`src/rtl/prng_step_sched.sv`:
```
// Step/seed scheduler for the PRNG: drives clock-enable steps for the data and control
// LFSRs, handles seeding, warm-up and lock-up recovery, and arbitrates fresh bytes.
module prng_step_sched #(
   parameter logic [23:0] DATA_DIV     = 24'd10_000_000,
   parameter logic [7:0]  CTRL_RATIO   = 8'd4,
   parameter logic [7:0]  WARMUP       = 8'd32,
   parameter logic [15:0] DEFAULT_SEED = 16'h1D2C
) (
   input  logic        clk,
   input  logic        rst_n,
   input  logic        ena,
   input  logic        seed_req,
   input  logic [15:0] seed_in,
   input  logic [15:0] lfsr_word,
   input  logic [7:0]  rnd_in,
   input  logic [1:0]  req,
   output logic        data_step,
   output logic        ctrl_step,
   output logic        seed_load,
   output logic [15:0] seed_val,
   output logic [1:0]  gnt,
   output logic        rnd_valid,
   output logic [7:0]  rnd_data,
   output logic        ready,
   output logic        lock_err
);

   typedef enum logic [1:0] {S_SEED, S_WARM, S_RUN} state_t;

   state_t      state_q, state_d;
   logic [23:0] div_q, div_d;
   logic [7:0]  ratio_q, ratio_d;
   logic [7:0]  warm_q, warm_d;
   logic        fresh_q, fresh_d;
   logic        rr_q, rr_d;
   logic        data_step_q, data_step_d;
   logic        ctrl_step_q, ctrl_step_d;
   logic        seed_load_q, seed_load_d;
   logic [15:0] seed_val_q, seed_val_d;
   logic [1:0]  gnt_q, gnt_d;
   logic        rnd_valid_q, rnd_valid_d;
   logic [7:0]  rnd_data_q, rnd_data_d;
   logic        ready_q, ready_d;
   logic        lock_err_q, lock_err_d;
   logic        sel;

   always_comb begin
      state_d     = state_q;
      div_d       = div_q;
      ratio_d     = ratio_q;
      warm_d      = warm_q;
      fresh_d     = fresh_q;
      rr_d        = rr_q;
      seed_val_d  = seed_val_q;
      rnd_data_d  = rnd_data_q;
      ready_d     = ready_q;
      lock_err_d  = lock_err_q;
      data_step_d = 1'b0;
      ctrl_step_d = 1'b0;
      seed_load_d = 1'b0;
      gnt_d       = 2'b00;
      rnd_valid_d = 1'b0;
      sel         = 1'b0;
      if (ena) begin
         ready_d = (state_q == S_RUN);
         case (state_q)
            S_SEED: begin
               seed_load_d = 1'b1;
               div_d       = '0;
               ratio_d     = '0;
               warm_d      = '0;
               fresh_d     = 1'b0;
               state_d     = S_WARM;
            end
            S_WARM: begin
               if (seed_req) begin
                  seed_val_d = seed_in;
                  lock_err_d = 1'b0;
                  state_d    = S_SEED;
               end else begin
                  data_step_d = 1'b1;
                  ctrl_step_d = 1'b1;
                  if (warm_q == WARMUP - 8'd1) begin
                     warm_d  = '0;
                     fresh_d = 1'b1;
                     state_d = S_RUN;
                  end else begin
                     warm_d = warm_q + 8'd1;
                  end
               end
            end
            S_RUN: begin
               // A user reseed outranks lock-up recovery.
               if (seed_req) begin
                  seed_val_d = seed_in;
                  lock_err_d = 1'b0;
                  state_d    = S_SEED;
               end else if (lfsr_word == 16'hFFFF) begin
                  lock_err_d = 1'b1;
                  seed_val_d = DEFAULT_SEED;
                  state_d    = S_SEED;
               end else begin
                  data_step_d = (div_q == DATA_DIV - 24'd1);
                  div_d       = data_step_d ? '0 : div_q + 24'd1;
                  if (data_step_d) begin
                     ctrl_step_d = (ratio_q == CTRL_RATIO - 8'd1);
                     ratio_d     = ctrl_step_d ? '0 : ratio_q + 8'd1;
                  end
                  if (fresh_q && (req != 2'b00)) begin
                     sel         = (req == 2'b11) ? rr_q : req[1];
                     gnt_d       = sel ? 2'b10 : 2'b01;
                     rnd_valid_d = 1'b1;
                     rnd_data_d  = rnd_in;
                     rr_d        = ~sel;
                     fresh_d     = 1'b0;
                  end
                  // The byte granted alongside a step is the pre-step value, so the next one is new.
                  if (data_step_d) fresh_d = 1'b1;
               end
            end
            default: state_d = S_SEED;
         endcase
      end
   end

   always_ff @(posedge clk or negedge rst_n) begin
      if (!rst_n) begin
         state_q     <= S_SEED;
         div_q       <= '0;
         ratio_q     <= '0;
         warm_q      <= '0;
         fresh_q     <= 1'b0;
         rr_q        <= 1'b0;
         data_step_q <= 1'b0;
         ctrl_step_q <= 1'b0;
         seed_load_q <= 1'b0;
         seed_val_q  <= DEFAULT_SEED;
         gnt_q       <= 2'b00;
         rnd_valid_q <= 1'b0;
         rnd_data_q  <= '0;
         ready_q     <= 1'b0;
         lock_err_q  <= 1'b0;
      end else begin
         state_q     <= state_d;
         div_q       <= div_d;
         ratio_q     <= ratio_d;
         warm_q      <= warm_d;
         fresh_q     <= fresh_d;
         rr_q        <= rr_d;
         data_step_q <= data_step_d;
         ctrl_step_q <= ctrl_step_d;
         seed_load_q <= seed_load_d;
         seed_val_q  <= seed_val_d;
         gnt_q       <= gnt_d;
         rnd_valid_q <= rnd_valid_d;
         rnd_data_q  <= rnd_data_d;
         ready_q     <= ready_d;
         lock_err_q  <= lock_err_d;
      end
   end

   assign data_step = data_step_q;
   assign ctrl_step = ctrl_step_q;
   assign seed_load = seed_load_q;
   assign seed_val  = seed_val_q;
   assign gnt       = gnt_q;
   assign rnd_valid = rnd_valid_q;
   assign rnd_data  = rnd_data_q;
   assign ready     = ready_q;
   assign lock_err  = lock_err_q;

endmodule
```
`config.mk`:
```
export PLATFORM = sky130hd
export DESIGN_NAME = prng_step_sched
export DESIGN_NICKNAME = d
export VERILOG_FILES = /design/src/rtl/prng_step_sched.sv
export SDC_FILE = /design/constraint.sdc
export NUM_CORES = 1
export LEC_CHECK = 0
export CAP_MARGIN = 15
export CELL_PAD_IN_SITES_DETAIL_PLACEMENT = 0
export CELL_PAD_IN_SITES_GLOBAL_PLACEMENT = 1
export CORE_UTILIZATION = 36
export CTS_CLUSTER_DIAMETER = 100
export DETAILED_ROUTE_END_ITERATION = 12
export PLACE_DENSITY_LB_ADDON = 0.1
export SLEW_MARGIN = 0
export SYNTH_ARGS = -nofsm -noshare
export SYNTH_HDL_FRONTEND = slang
export SYNTH_SLANG_ARGS = --single-unit
```
`constraint.sdc`:
```
create_clock -name clk -period 2.4 [get_ports clk]
set_input_delay 0.48 -clock clk [delete_from_list [all_inputs] [get_ports clk]]
set_output_delay 0.48 -clock clk [all_outputs]
set_load 0.02 [all_outputs]
```
==> implementation parameters, run 1 <==
Parameter                              Value

Layout
  Inserted Diodes ... 0
  Signed area change from the synthesized netlist to the final layout ... 35.8%
  Final cell count without fillers ... 668
  Post-layout net count ... 576
  Post-layout utilization of the core ... 50.1%
  Layout cells sized above 1 ... 17.4%

Route
  Pre-Repair DR Iteration Count ... 5
  Vias per std cell ... 5.31
  Number of nets still failing antenna checks after routing ... 0
  DRC violation count after routing ... 0
  DR iter-0 viols ... 156
  Post-detailed-routing wire length ... 10100 µm
  Routed wirelength normalized by instance count ... 15.1 µm
  Total number of vias ... 3550

Pwr
  LEAKAGE ... 2.30 nW
  Total power ... 3.84 mW
  Pwr Density ... 706 mW/mm²
  Maximum vdd ir drop ... 0.362 mV

Place
  HPWL after detailed placement ... 7330 µm
  Routability Congestion ... 0.793
  Placed Instances ... 651
  Number of buffers added on ports ... 77

Timing
  Transition time at the pin with the least slew margin ... 0.633 ns
  Highest achievable clock rate ... 431 MHz
  RSZ-0062 raised after global routing ... no
  Worst slew margin relative to its limit ... 57.4%
  Total of endpoints with negative setup slack in the final report ... 0
  Max Slew Vio Count ... 0
  Period utilization ... 96.7%
  Setup clock skew after layout ... 0.00818 ns
  Hold Vio Cnt, Final ... 0
  TNS Setup ... 0 ns
  Shortest clock period the worst path allows after layout ... 2.32 ns

Logic synthesis
  Post-Syn Instances ... 413
  Most used DFF post-synth ... sky130_fd_sc_hd__dfrtp_1
  Flops & latches, synth ... 76
  Count of flip-flops with a built-in enable after synthesis ... 0
  Post-synthesis average cell area ... 9.69 µm²
  Mapped Nets ... 466
  YS warnings ... 0
  Mapped Area ... 0.00400 mm²
  Portion of the post-synthesis area used by sequential elements ... 47.8%
  Number of distinct standard cells referenced by the synthesized netlist ... 45
  Share of flip-flops with an asynchronous set or reset after synthesis ... 100%

Floorplanning
  Count of standard-cell rows ... 38
  Die X ... 107 µm
  Height of the die ... 107 µm
  Core ar. ... 0.0108 mm²
  Die outline area ... 0.0115 mm²
  Top Ports ... 78
  Initial standard-cell utilization of the core ... 36.9%

Run status
  Run status ... finished clean

Global route
  Global-route wire length before repair ... 16400 µm
  Pin count of the biggest net entering global routing ... 47
  Initial antenna violation count ... 0
  Grt ovf ... 0
  Overall fraction of global-route tracks in use ... 18.4%
  Via count of the first global-routing pass ... 3288

Worst setup path
  Maximum fanout along the worst path ... 2
  Arrival time of the worst setup path ... 2.59 ns
  CP Data Required Time ... 2.67 ns
  Worst Setup Start Kind ... register
  Crit path kind ... reg -> reg
  Register-to-register path setup slack ... 0.08 ns
  Setup crit end kind ... register

Clocking
  Total CTS buffers ... 9
  Root Buffer ... sky130_fd_sc_hd__clkbuf_8
  Clock latency of the later-clocked register in the worst-skew pair ... 0.36 ns
  Cts hold-fix bufs ... 0
  TritonCTS clock tree ... built
  Number of buffers between clock root and the deepest sink ... 2
  Clk sink count ... 76
  # H-tree levels ... 3
  Clock slew at reported path FFs ... 0.09 ns

Job
  Max-cap violations ... 0

Min path
  Classification of the worst-slack hold path ... in -> async
-- placed cells by master, fill, tap and decap left out, types with 3 or more instances in the layout --
cell,count
sky130_fd_sc_hd__buf_12,3
sky130_fd_sc_hd__mux2_2,17
sky130_fd_sc_hd__clkbuf_8,9
sky130_fd_sc_hd__mux2i_1,10
sky130_fd_sc_hd__a31oi_1,4
sky130_fd_sc_hd__nand3_1,16
sky130_fd_sc_hd__nand2b_1,13
sky130_fd_sc_hd__inv_1,26
sky130_fd_sc_hd__dfstp_2,7
sky130_fd_sc_hd__and3_1,5
sky130_fd_sc_hd__buf_4,37
sky130_fd_sc_hd__a21o_1,3
sky130_fd_sc_hd__nor2b_1,4
sky130_fd_sc_hd__nor2_1,24
sky130_fd_sc_hd__a21oi_1,23
sky130_fd_sc_hd__dfrtp_1,69
sky130_fd_sc_hd__or4_1,19
sky130_fd_sc_hd__xnor2_1,4
sky130_fd_sc_hd__nand4_1,10
sky130_fd_sc_hd__ha_1,7
sky130_fd_sc_hd__o21ai_0,25
sky130_fd_sc_hd__nand2_1,34
sky130_fd_sc_hd__nor3_1,8
sky130_fd_sc_hd__or3_1,3
sky130_fd_sc_hd__nor4_1,8
sky130_fd_sc_hd__a22o_1,5
sky130_fd_sc_hd__and2_1,4
sky130_fd_sc_hd__clkdlybuf4s50_1,76
sky130_fd_sc_hd__o31ai_1,23
-- state kept, by name, summed over array words and instances (netlist names), 2 cells and up --
| register | count |
|---|---|
| state_q | 2 |
| seed_val | 16 |
| rnd_data | 8 |
| ratio_q | 8 |
| div_q | 24 |
| gnt | 2 |
| warm_q | 8 |
-- path summary, 6_finish.rpt --
| check | startpoint | endpoint | depth (start not counted) |
|---|---|---|---|
| worst max-delay path | div_q[14] | ctrl_step | 6 |
| max in group asynchronous | rst_n | seed_val[2] | 2 |
| worst min register to register | rr_q | rr_q | 1 |
| worst min-delay path | rst_n | warm_q[6] | 1 |
| min in group clk | rr_q | rr_q | 1 |
| worst max register to register | div_q[14] | ctrl_step | 6 |
-- power breakdown --
group	leakage (nW)	switching [mW]	internal, mW
clock network	0.0975	0.523	0.492
logic	1.20	0.618	0.591
registers	1.01	0.111	1.50
-- routing by layer --
| metal | track usage, % | wire, µm | up-vias |
|---|---|---|---|
| met5 | 0 | 0 | - |
| met4 | 9.30 | 194 | 0 |
| met3 | 3.39 | 531 | 14 |
| met2 | 28.4 | 4530 | 87 |
| met1 | 24.8 | 4850 | 1713 |
| li1 | - | - | 1736 |
-- cell usage after synthesis (2+ instances only) --
cell | instances | area [µm²]
sky130_fd_sc_hd__a211oi_1 | 2 | 15.0
sky130_fd_sc_hd__a21o_1 | 3 | 22.5
sky130_fd_sc_hd__a21oi_1 | 23 | 115
sky130_fd_sc_hd__a221o_1 | 2 | 20.0
sky130_fd_sc_hd__a22o_1 | 5 | 43.8
sky130_fd_sc_hd__a31oi_1 | 4 | 25.0
sky130_fd_sc_hd__and2_1 | 4 | 25.0
sky130_fd_sc_hd__and3_1 | 5 | 31.3
sky130_fd_sc_hd__buf_2 | 5 | 25.0
sky130_fd_sc_hd__clkbuf_1 | 12 | 45.0
sky130_fd_sc_hd__dfrtp_1 | 69 | 1730
sky130_fd_sc_hd__dfstp_2 | 7 | 184
sky130_fd_sc_hd__ha_1 | 7 | 87.6
sky130_fd_sc_hd__inv_1 | 26 | 97.6
sky130_fd_sc_hd__mux2_2 | 17 | 191
sky130_fd_sc_hd__mux2i_1 | 10 | 100
sky130_fd_sc_hd__nand2_1 | 34 | 128
sky130_fd_sc_hd__nand2b_1 | 13 | 81.3
sky130_fd_sc_hd__nand3_1 | 16 | 80.1
sky130_fd_sc_hd__nand4_1 | 10 | 62.6
sky130_fd_sc_hd__nor2_1 | 25 | 93.8
sky130_fd_sc_hd__nor2b_1 | 4 | 25.0
sky130_fd_sc_hd__nor3_1 | 8 | 40.0
sky130_fd_sc_hd__nor4_1 | 9 | 56.3
sky130_fd_sc_hd__o21a_1 | 2 | 15.0
sky130_fd_sc_hd__o21ai_0 | 25 | 125
sky130_fd_sc_hd__o31ai_1 | 23 | 173
sky130_fd_sc_hd__or2_2 | 2 | 12.5
sky130_fd_sc_hd__or3_1 | 3 | 18.8
sky130_fd_sc_hd__or4_1 | 20 | 150
sky130_fd_sc_hd__xnor2_1 | 4 | 35.0
-- per-stage QoR --
step                      setup WS [ns]  area (µm²)  hold slack [ns]
after floorplan                   0.159        4000            0.184
after global placement           -0.281        5200            0.453
after detailed placement         -0.356        5200            0.455
after CTS                        0.0362        5410           0.0595
after global routing          0.0000224        5430           0.0721
final                            0.0794        5430           0.0525
-- cells by family (layout without fill, tap and decap cells) --
logic type      after synthesis  count (layout)  synth area share [%]
simple gates                159             159                  22.1
compound gates               96              96                  15.5
flops                        76              76                  47.8
buf+inv                      44             159                  4.28
mux                          27              27                  7.29
fa+ha+maj                     7               7                  2.19
xor+xnor                      4               4                 0.876
-- layout make-up --
cell class | instances | area [µm²]
inverters | 27 | 101
clock buffers | 10 | 128
well taps | 140 | 175
flip-flops and latches | 76 | 1910
fillers | 1059 | 5410
repair buffers | 116 | 1100
multi-input cells | 293 | 1950
clock inverters | 6 | 72.6
-- worst max-delay path: stages, from the launching register on --
cell	delay, ns
sky130_fd_sc_hd__dfrtp_1	0.40
sky130_fd_sc_hd__or4b_4	0.57
sky130_fd_sc_hd__or4_4	0.53
sky130_fd_sc_hd__nor3_4	0.26
sky130_fd_sc_hd__buf_4	0.16
sky130_fd_sc_hd__a21oi_1	0.09
sky130_fd_sc_hd__a211oi_1	0.23
-- repair_timing --
action,CTS,global route
setup buffers,0,1
resized for setup,1,3
cloned,0,0
setup endpoints to repair,11,22
Note: power is estimated with default switching activity, not from simulation.
==> run 2: changes to the inputs <==
--- a/config.mk
+++ b/config.mk
@@ -8,7 +8,7 @@
 export CAP_MARGIN = 15
 export CELL_PAD_IN_SITES_DETAIL_PLACEMENT = 0
 export CELL_PAD_IN_SITES_GLOBAL_PLACEMENT = 1
-export CORE_UTILIZATION = 36
+export CORE_UTILIZATION = 43
 export CTS_CLUSTER_DIAMETER = 100
 export DETAILED_ROUTE_END_ITERATION = 12
 export PLACE_DENSITY_LB_ADDON = 0.1
==> constraint.sdc (replaced) <==
create_clock -name clk -period 2.7 [get_ports clk]
set_input_delay 0.54 -clock clk [delete_from_list [all_inputs] [get_ports clk]]
set_output_delay 0.54 -clock clk [all_outputs]
set_load 0.02 [all_outputs]
==> implementation parameters, run 2 (same netlist as run 1, synthesis figures left out) <==
Parameter                              Value

Floorplanning
  Top Ports ... 78 (unchanged)
  Core ar. ... 0.00885 mm² (-18%)
  Count of standard-cell rows ... 34 (-11%)
  Initial standard-cell utilization of the core ... 45.2% (+8.3 points)
  Die outline area ... 0.00969 mm² (-16%)
  Height of the die ... 98.5 µm (-8.3%)
  Die X ... 98.5 µm (-8.3%)

Global route
  Met2 track utilization from global routing ... 36.8% (+8.4 points)
  Global-route met1 utilization ... 29.4% (+4.6 points)
  Via count of the first global-routing pass ... 3524 (+7.2%)
  Grt ovf ... 0 (unchanged)
  Global-route wire length before repair ... 17100 µm (+4.7%)
  Overall fraction of global-route tracks in use ... 22.4% (+3.9 points)
  Initial antenna violation count ... 0 (unchanged)
  Met3 GRT Util ... 4.40% (+1.0 points)
  Pin count of the biggest net entering global routing ... 43 (-8.5%)
  Global routing's busiest layer ... met2

Timing
  Transition time at the pin with the least slew margin ... 0.789 ns (+0.156 ns)
  Setup clock skew after layout ... 0.0140 ns (+0.00585 ns)
  Hold Vio Cnt, Final ... 0 (unchanged)
  Worst slew margin relative to its limit ... 47.2% (-10 points)
  Max Slew Vio Count ... 0 (unchanged)
  Highest achievable clock rate ... 412 MHz (-4.4%)
  Period utilization ... 89.9% (-6.8 points)
  RSZ-0062 raised after global routing ... no
  Total of endpoints with negative setup slack in the final report ... 0 (unchanged)
  TNS Setup ... 0 ns (unchanged)
  Shortest clock period the worst path allows after layout ... 2.43 ns (+0.107 ns)

Place
  Post-place instance area ... 0.00503 mm² (-3.2%)
  HPWL after detailed placement ... 7300 µm (-0.38%)
  Placed Instances ... 607 (-6.8%)
  Routability Congestion ... 0.776 (-2.1%)
  Number of buffers added on ports ... 77 (unchanged)

Worst setup path
  Worst Setup Start Kind ... register
  Crit path kind ... reg -> reg
  CP Data Required Time ... 2.97 ns (+0.30 ns)
  Worst reg2reg startpoint ... div_q[14]
  Register-to-register path setup slack ... 0.27 ns (+0.19 ns)
  Arrival time of the worst setup path ... 2.69 ns (+0.10 ns)
  Crit-path cells ... or4b_4 -> or4_4 -> nor3_4 -> nand4_2 -> o31ai_1
  Delay contributed by the slowest stage of the critical path ... 0.57 ns (about the same)
  Maximum fanout along the worst path ... 6 (+4)
  Cell with the largest stage delay on the worst path ... sky130_fd_sc_hd__or4b_4
  FF-to-FF path depth ... 5 (-1)
  Reg-to-reg critical path endpoint ... ratio_q[5]
  Setup crit end kind ... register

Route
  DRC violation count after routing ... 11 (+11)
  DR iter-0 viols ... 126 (-19%)
  Number of nets still failing antenna checks after routing ... 0 (unchanged)
  Vias per std cell ... 5.60 (+5.4%)
  Post-detailed-routing wire length ... 10000 µm (-0.93%)
  Routed wirelength normalized by instance count ... 16.1 µm (+6.2%)
  Total number of vias ... 3490 (-1.7%)
  Pre-Repair DR Iteration Count ... 9 (+4)

Pwr
  Combinational group share of total power ... 31.3% (-0.2 points)
  Sequential fraction of design power ... 42.7% (+0.6 points)
  Internal power summed over all cells ... 2.27 mW (-12%)
  Maximum vdd ir drop ... 0.238 mV (-34%)
  LEAKAGE ... 2.21 nW (-3.7%)
  Share of power burned in the clock network ... 26.0% (-0.4 points)
  Switching part of the total power ... 32.3% (-0.35 points)
  Pwr Density ... 641 mW/mm² (-9.3%)
  Net switching power figure ... 1.08 mW (-14%)
  Total power ... 3.35 mW (-13%)

Clocking
  Root Buffer ... sky130_fd_sc_hd__clkbuf_8
  # H-tree levels ... 3 (unchanged)
  Post-CTS sizing ... 0 (-1)
  Number of buffers between clock root and the deepest sink ... 2 (unchanged)
  Post-CTS setup buffer count ... 0 (unchanged)
  Cts hold-fix bufs ... 0 (unchanged)
  Clk sink count ... 76 (unchanged)
  TritonCTS clock tree ... built
  Clock slew at reported path FFs ... 0.09 ns (about the same)
  Total CTS buffers ... 9 (unchanged)
  Clock latency of the later-clocked register in the worst-skew pair ... 0.36 ns (about the same)

Layout
  Post-layout net count ... 563 (-2.3%)
  Non-Filler Cell Area, Final ... 0.00523 mm² (-3.8%)
  Flip-flop count of the largest register after layout ... 24 (unchanged)
  Inserted Diodes ... 0 (unchanged)
  Most flop-heavy register ... div_q
  Total of fill cells in the finished design ... 790 (-25%)
  Final cell count without fillers ... 623 (-6.7%)
  Layout cells sized above 1 ... 14.8% (-2.7 points)
  Commonest non-fill, non-tap cell in the layout ... sky130_fd_sc_hd__clkdlybuf4s50_1
  Signed area change from the synthesized netlist to the final layout ... 30.7%
  Leading cell types in the layout, fill and taps excluded ... 76 x sky130_fd_sc_hd__clkdlybuf4s50_1, 69 x sky130_fd_sc_hd__dfrtp_1, 34 x sky130_fd_sc_hd__nand2_1
  Post-layout utilization of the core ... 59.1% (+9.0 points)

Run status
  Violated checks ... design-rule violations
  Run status ... finished with violations

Job
  Max-cap violations ... 0 (unchanged)

Min path
  Classification of the worst-slack hold path ... in -> async
==> run 2: cell types whose count changed in the layout (fill, tap and decap cells not counted), sizes merged <==
| cell | delta |
|---|---|
| buf | -13 |
| clkbuf | +1 |
| clkinv | -2 |
| clkinvlp | +2 |
| inv | -1 |
==> run 2: critical path, delay by kind of cell, from the launching register on <==
| kind | cells | cell delay, ns |
|---|---|---|
| and+or+nand+nor | 4 | 1.61 |
| AOI/OAI and AO/OA | 1 | 0.28 |
| DFF | 1 | 0.45 |
==> run 2: power groups by stage <==
stage,clock (mW),sequential [mW],combinational (mW)
after floorplan,0,1.61,0.401
after CTS,0.888,1.43,1.06
after global placement,0,1.45,1.04
after detailed placement,0,1.46,1.05
after global routing,0.944,1.46,1.14
final,0.871,1.43,1.05
==> run 2: per-layer routing <==
metal / vias up / share of wire [%]
met5: - / 0
met4: 0 / 1.4
met3: 12 / 5.2
met2: 93 / 48
met1: 1681 / 46
li1: 1704 / -
==> run 2: area by class of cell <==
class	count	area (µm²)	share of cell area, %
flip-flops and latches	76	1910	36.5
clock inverters	5	61.3	1.17
well taps	108	135	2.58
clock buffers	11	131	2.51
multi-input cells	293	1920	36.8
repair buffers	103	963	18.4
inverters	27	101	1.94
==> run 2: stage by stage <==
stage               hold WS, ns  setup WS, ns
global placement          0.457       -0.0421
floorplan                 0.244         0.399
detailed placement        0.461       -0.0498
finish                    0.151         0.272
global route              0.201        0.0736
CTS                       0.176         0.236
==> run 2: worst max-delay path by stage <==
stage | from | end | slack [ns]
2_1_floorplan | lfsr_word[14] | lock_err | 0.40
3_3_place_gp | lfsr_word[15] | div_q[18] | -0.04
3_5_place_dp | lfsr_word[15] | div_q[18] | -0.05
4_1_cts | div_q[14] | div_q[14] | 0.24
5_1_grt | div_q[14] | div_q[14] | 0.07
6_report | div_q[14] | ratio_q[5] | 0.27
==> run 3: changes to the inputs <==
--- a/config.mk
+++ b/config.mk
@@ -8,7 +8,8 @@
 export CAP_MARGIN = 15
 export CELL_PAD_IN_SITES_DETAIL_PLACEMENT = 0
 export CELL_PAD_IN_SITES_GLOBAL_PLACEMENT = 1
-export CORE_UTILIZATION = 43
+export CORE_UTILIZATION = 44
+export CTS_BUF_LIST = sky130_fd_sc_hd__clkbuf_4 sky130_fd_sc_hd__clkbuf_8
 export CTS_CLUSTER_DIAMETER = 100
 export DETAILED_ROUTE_END_ITERATION = 12
 export PLACE_DENSITY_LB_ADDON = 0.1
==> implementation parameters, run 3 (same netlist as run 1, synthesis figures left out) <==
Parameter                              Value

Run status
  Run status ... finished clean

Layout
  Most flop-heavy register ... div_q
  Inserted Diodes ... 0 (unchanged)
  Leading cell types in the layout, fill and taps excluded ... 76 x sky130_fd_sc_hd__clkdlybuf4s50_1, 69 x sky130_fd_sc_hd__dfrtp_1, 34 x sky130_fd_sc_hd__nand2_1
  Post-layout net count ... 562 (-0.18%)
  Signed area change from the synthesized netlist to the final layout ... 33.0%
  Commonest non-fill, non-tap cell in the layout ... sky130_fd_sc_hd__clkdlybuf4s50_1
  Layout cells sized above 1 ... 15.2% (+0.42 points)
  Flip-flop count of the largest register after layout ... 24 (unchanged)
  Final cell count without fillers ... 622 (-0.16%)

Route
  DRC violation count after routing ... 0 (-11)
  Total number of vias ... 3495 (+0.14%)
  Pre-Repair DR Iteration Count ... 4 (-5)
  Post-detailed-routing wire length ... 9830 µm (-1.8%)
  Routed wirelength normalized by instance count ... 15.8 µm (-1.6%)
  Number of nets still failing antenna checks after routing ... 0 (unchanged)
  DR iter-0 viols ... 129 (+2.4%)
  Vias per std cell ... 5.62 (+0.30%)

Place
  Placed Instances ... 606 (-0.16%)
  Routability Congestion ... 0.834 (+7.4%)
  Number of buffers added on ports ... 77 (unchanged)
  HPWL after detailed placement ... 7150 µm (-2.0%)
  Minimum setup slack after placement ... -0.0473 ns (+0.00249 ns)

Min path
  Classification of the worst-slack hold path ... in -> async

Timing
  Hold slack ... 0.157 ns (+0.00590 ns)
  Setup clock skew after layout ... 0.0142 ns (+0.000208 ns)
  Shortest clock period the worst path allows after layout ... 2.43 ns (+0.00313 ns)
  RSZ-0062 raised after global routing ... no
  Setup slack of the critical path after layout ... 0.269 ns (-0.00313 ns)
  Highest achievable clock rate ... 411 MHz (-0.13%)
  Total of endpoints with negative setup slack in the final report ... 0 (unchanged)
  Transition time at the pin with the least slew margin ... 0.617 ns (-0.172 ns)
  Max Slew Vio Count ... 0 (unchanged)
  Period utilization ... 90.0% (+0.12 points)
  Worst slew margin relative to its limit ... 58.5% (+11 points)
  Hold Vio Cnt, Final ... 0 (unchanged)

Clocking
  Clock slew at reported path FFs ... 0.09 ns (about the same)
  Total CTS buffers ... 9 (unchanged)
  Root Buffer ... sky130_fd_sc_hd__clkbuf_8
  Number of buffers between clock root and the deepest sink ... 2 (unchanged)
  # H-tree levels ... 3 (unchanged)
  Cts hold-fix bufs ... 0 (unchanged)
  Clock latency of the later-clocked register in the worst-skew pair ... 0.35 ns (about the same)
  Clk sink count ... 76 (unchanged)
  TritonCTS clock tree ... built

Pwr
  Total power ... 3.64 mW (+8.5%)
  LEAKAGE ... 2.27 nW (+2.4%)
  Maximum vdd ir drop ... 0.275 mV (+15%)
  Pwr Density ... 684 mW/mm² (+6.6%)

Worst setup path
  FF-to-FF path depth ... 5 (unchanged)
  Cell with the largest stage delay on the worst path ... sky130_fd_sc_hd__or4b_4
  Worst reg2reg startpoint ... div_q[17]
  Maximum fanout along the worst path ... 6 (unchanged)
  Reg-to-reg critical path endpoint ... ratio_q[6]
  Arrival time of the worst setup path ... 2.68 ns (about the same)
  Setup crit end kind ... register
  Endpoint of the most critical setup path ... ratio_q[6]
  Register-to-register path setup slack ... 0.27 ns (about the same)
  First element of the critical path ... div_q[17]
  Crit-path cells ... or4b_4 -> or4_4 -> nor3_4 -> nand4_2 -> o31ai_1
  CP Data Required Time ... 2.95 ns (-0.02 ns)
  Delay contributed by the slowest stage of the critical path ... 0.54 ns (-0.03 ns)
  Worst Setup Start Kind ... register
  Crit path kind ... reg -> reg

Job
  Max-cap violations ... 0 (unchanged)

Global route
  Global-route wire length before repair ... 17100 µm (-0.24%)
  Overall fraction of global-route tracks in use ... 22.3% (-0.032 points)
  Grt ovf ... 0 (unchanged)
  Via count of the first global-routing pass ... 3473 (-1.4%)
  Pin count of the biggest net entering global routing ... 41 (-4.7%)
  Initial antenna violation count ... 0 (unchanged)

Floorplanning
  Initial standard-cell utilization of the core ... 45.6% (+0.44 points)
  Die X ... 97.3 µm (-1.1%)
  Core ar. ... 0.00876 mm² (-0.96%)
  Top Ports ... 78 (unchanged)
  Count of standard-cell rows ... 34 (unchanged)
  Die outline area ... 0.00948 mm² (-2.2%)
  Height of the die ... 97.3 µm (-1.1%)
==> run 3: cell types whose count changed in the layout (fill, tap and decap cells not counted), moves of 2 or more <==
| cell | previous run | this run |
|---|---|---|
| sky130_fd_sc_hd__buf_4 | 27 | 24 |
| sky130_fd_sc_hd__clkbuf_4 | 0 | 2 |
| sky130_fd_sc_hd__bufinv_16 | 1 | 4 |
| sky130_fd_sc_hd__clkinvlp_4 | 3 | 0 |
| sky130_fd_sc_hd__clkbuf_1 | 2 | 0 |
| sky130_fd_sc_hd__buf_12 | 0 | 2 |
==> run 3: metal layers <==
metal	up-vias	routed length, µm	GRT usage [%]
met5	-	0	0
met4	0	83	5.32
met3	6	439	5.68
met2	86	4510	35.2
met1	1696	4800	31.0
li1	1707	-	-
==> run 3: critical path, delay by kind of cell (launching register included) <==
kind             cells  cell delay [ns]
AND/OR/NAND/NOR      4             1.61
AO/OA/AOI/OAI        1             0.30
flip-flops           1             0.43
==> run 3: worst min path at each step <==
stage,from,end,slack (ns),cells after the start
final,rst_n,warm_q[3],0.16,1
after detailed placement,rr_q,rr_q,0.46,1
after global placement,rr_q,rr_q,0.45,1
after global routing,rst_n,warm_q[3],0.18,1
after CTS,rst_n,warm_q[3],0.18,1
after floorplan,rst_n,ctrl_step,0.24,0
==> run 3: per-stage QoR <==
step | setup TNS [ns] | utilization, % | instance area (µm²)
2_1_floorplan | 0 | - | 4000
3_3_place_gp | -0.108 | 57.7 | 5050
3_5_place_dp | -1.03 | 57.7 | 5050
4_1_cts | 0 | 60.7 | 5320
5_1_grt | 0 | 60.7 | 5320
6_report | 0 | 60.7 | 5320
==> run 3: final cells by class <==
| class | count | area [µm²] |
|---|---|---|
| Timing Repair Buffer | 102 | 981 |
| Inverter | 27 | 101 |
| Clock inverter | 5 | 125 |
| Fill cell | 761 | 3440 |
| Tap cell | 108 | 135 |
| Multi-Input combinational cell | 293 | 1930 |
| Sequential cell | 76 | 1910 |
| Clock buffer | 11 | 139 |
==> run 3: report_power, final <==
part | leakage [nW] | switching [mW] | internal (mW)
Combinational | 1.13 | 0.542 | 0.514
Clock | 0.134 | 0.420 | 0.728
Sequential | 1.01 | 0.0955 | 1.34
Total | 2.27 | 1.06 | 2.58
==> run 3: repair_timing <==
| action | in CTS | in global routing |
|---|---|---|
| endpoints found under the setup margin | 0 | 4 |
| buffers inserted | 0 | 0 |
| gates resized for setup | 0 | 1 |
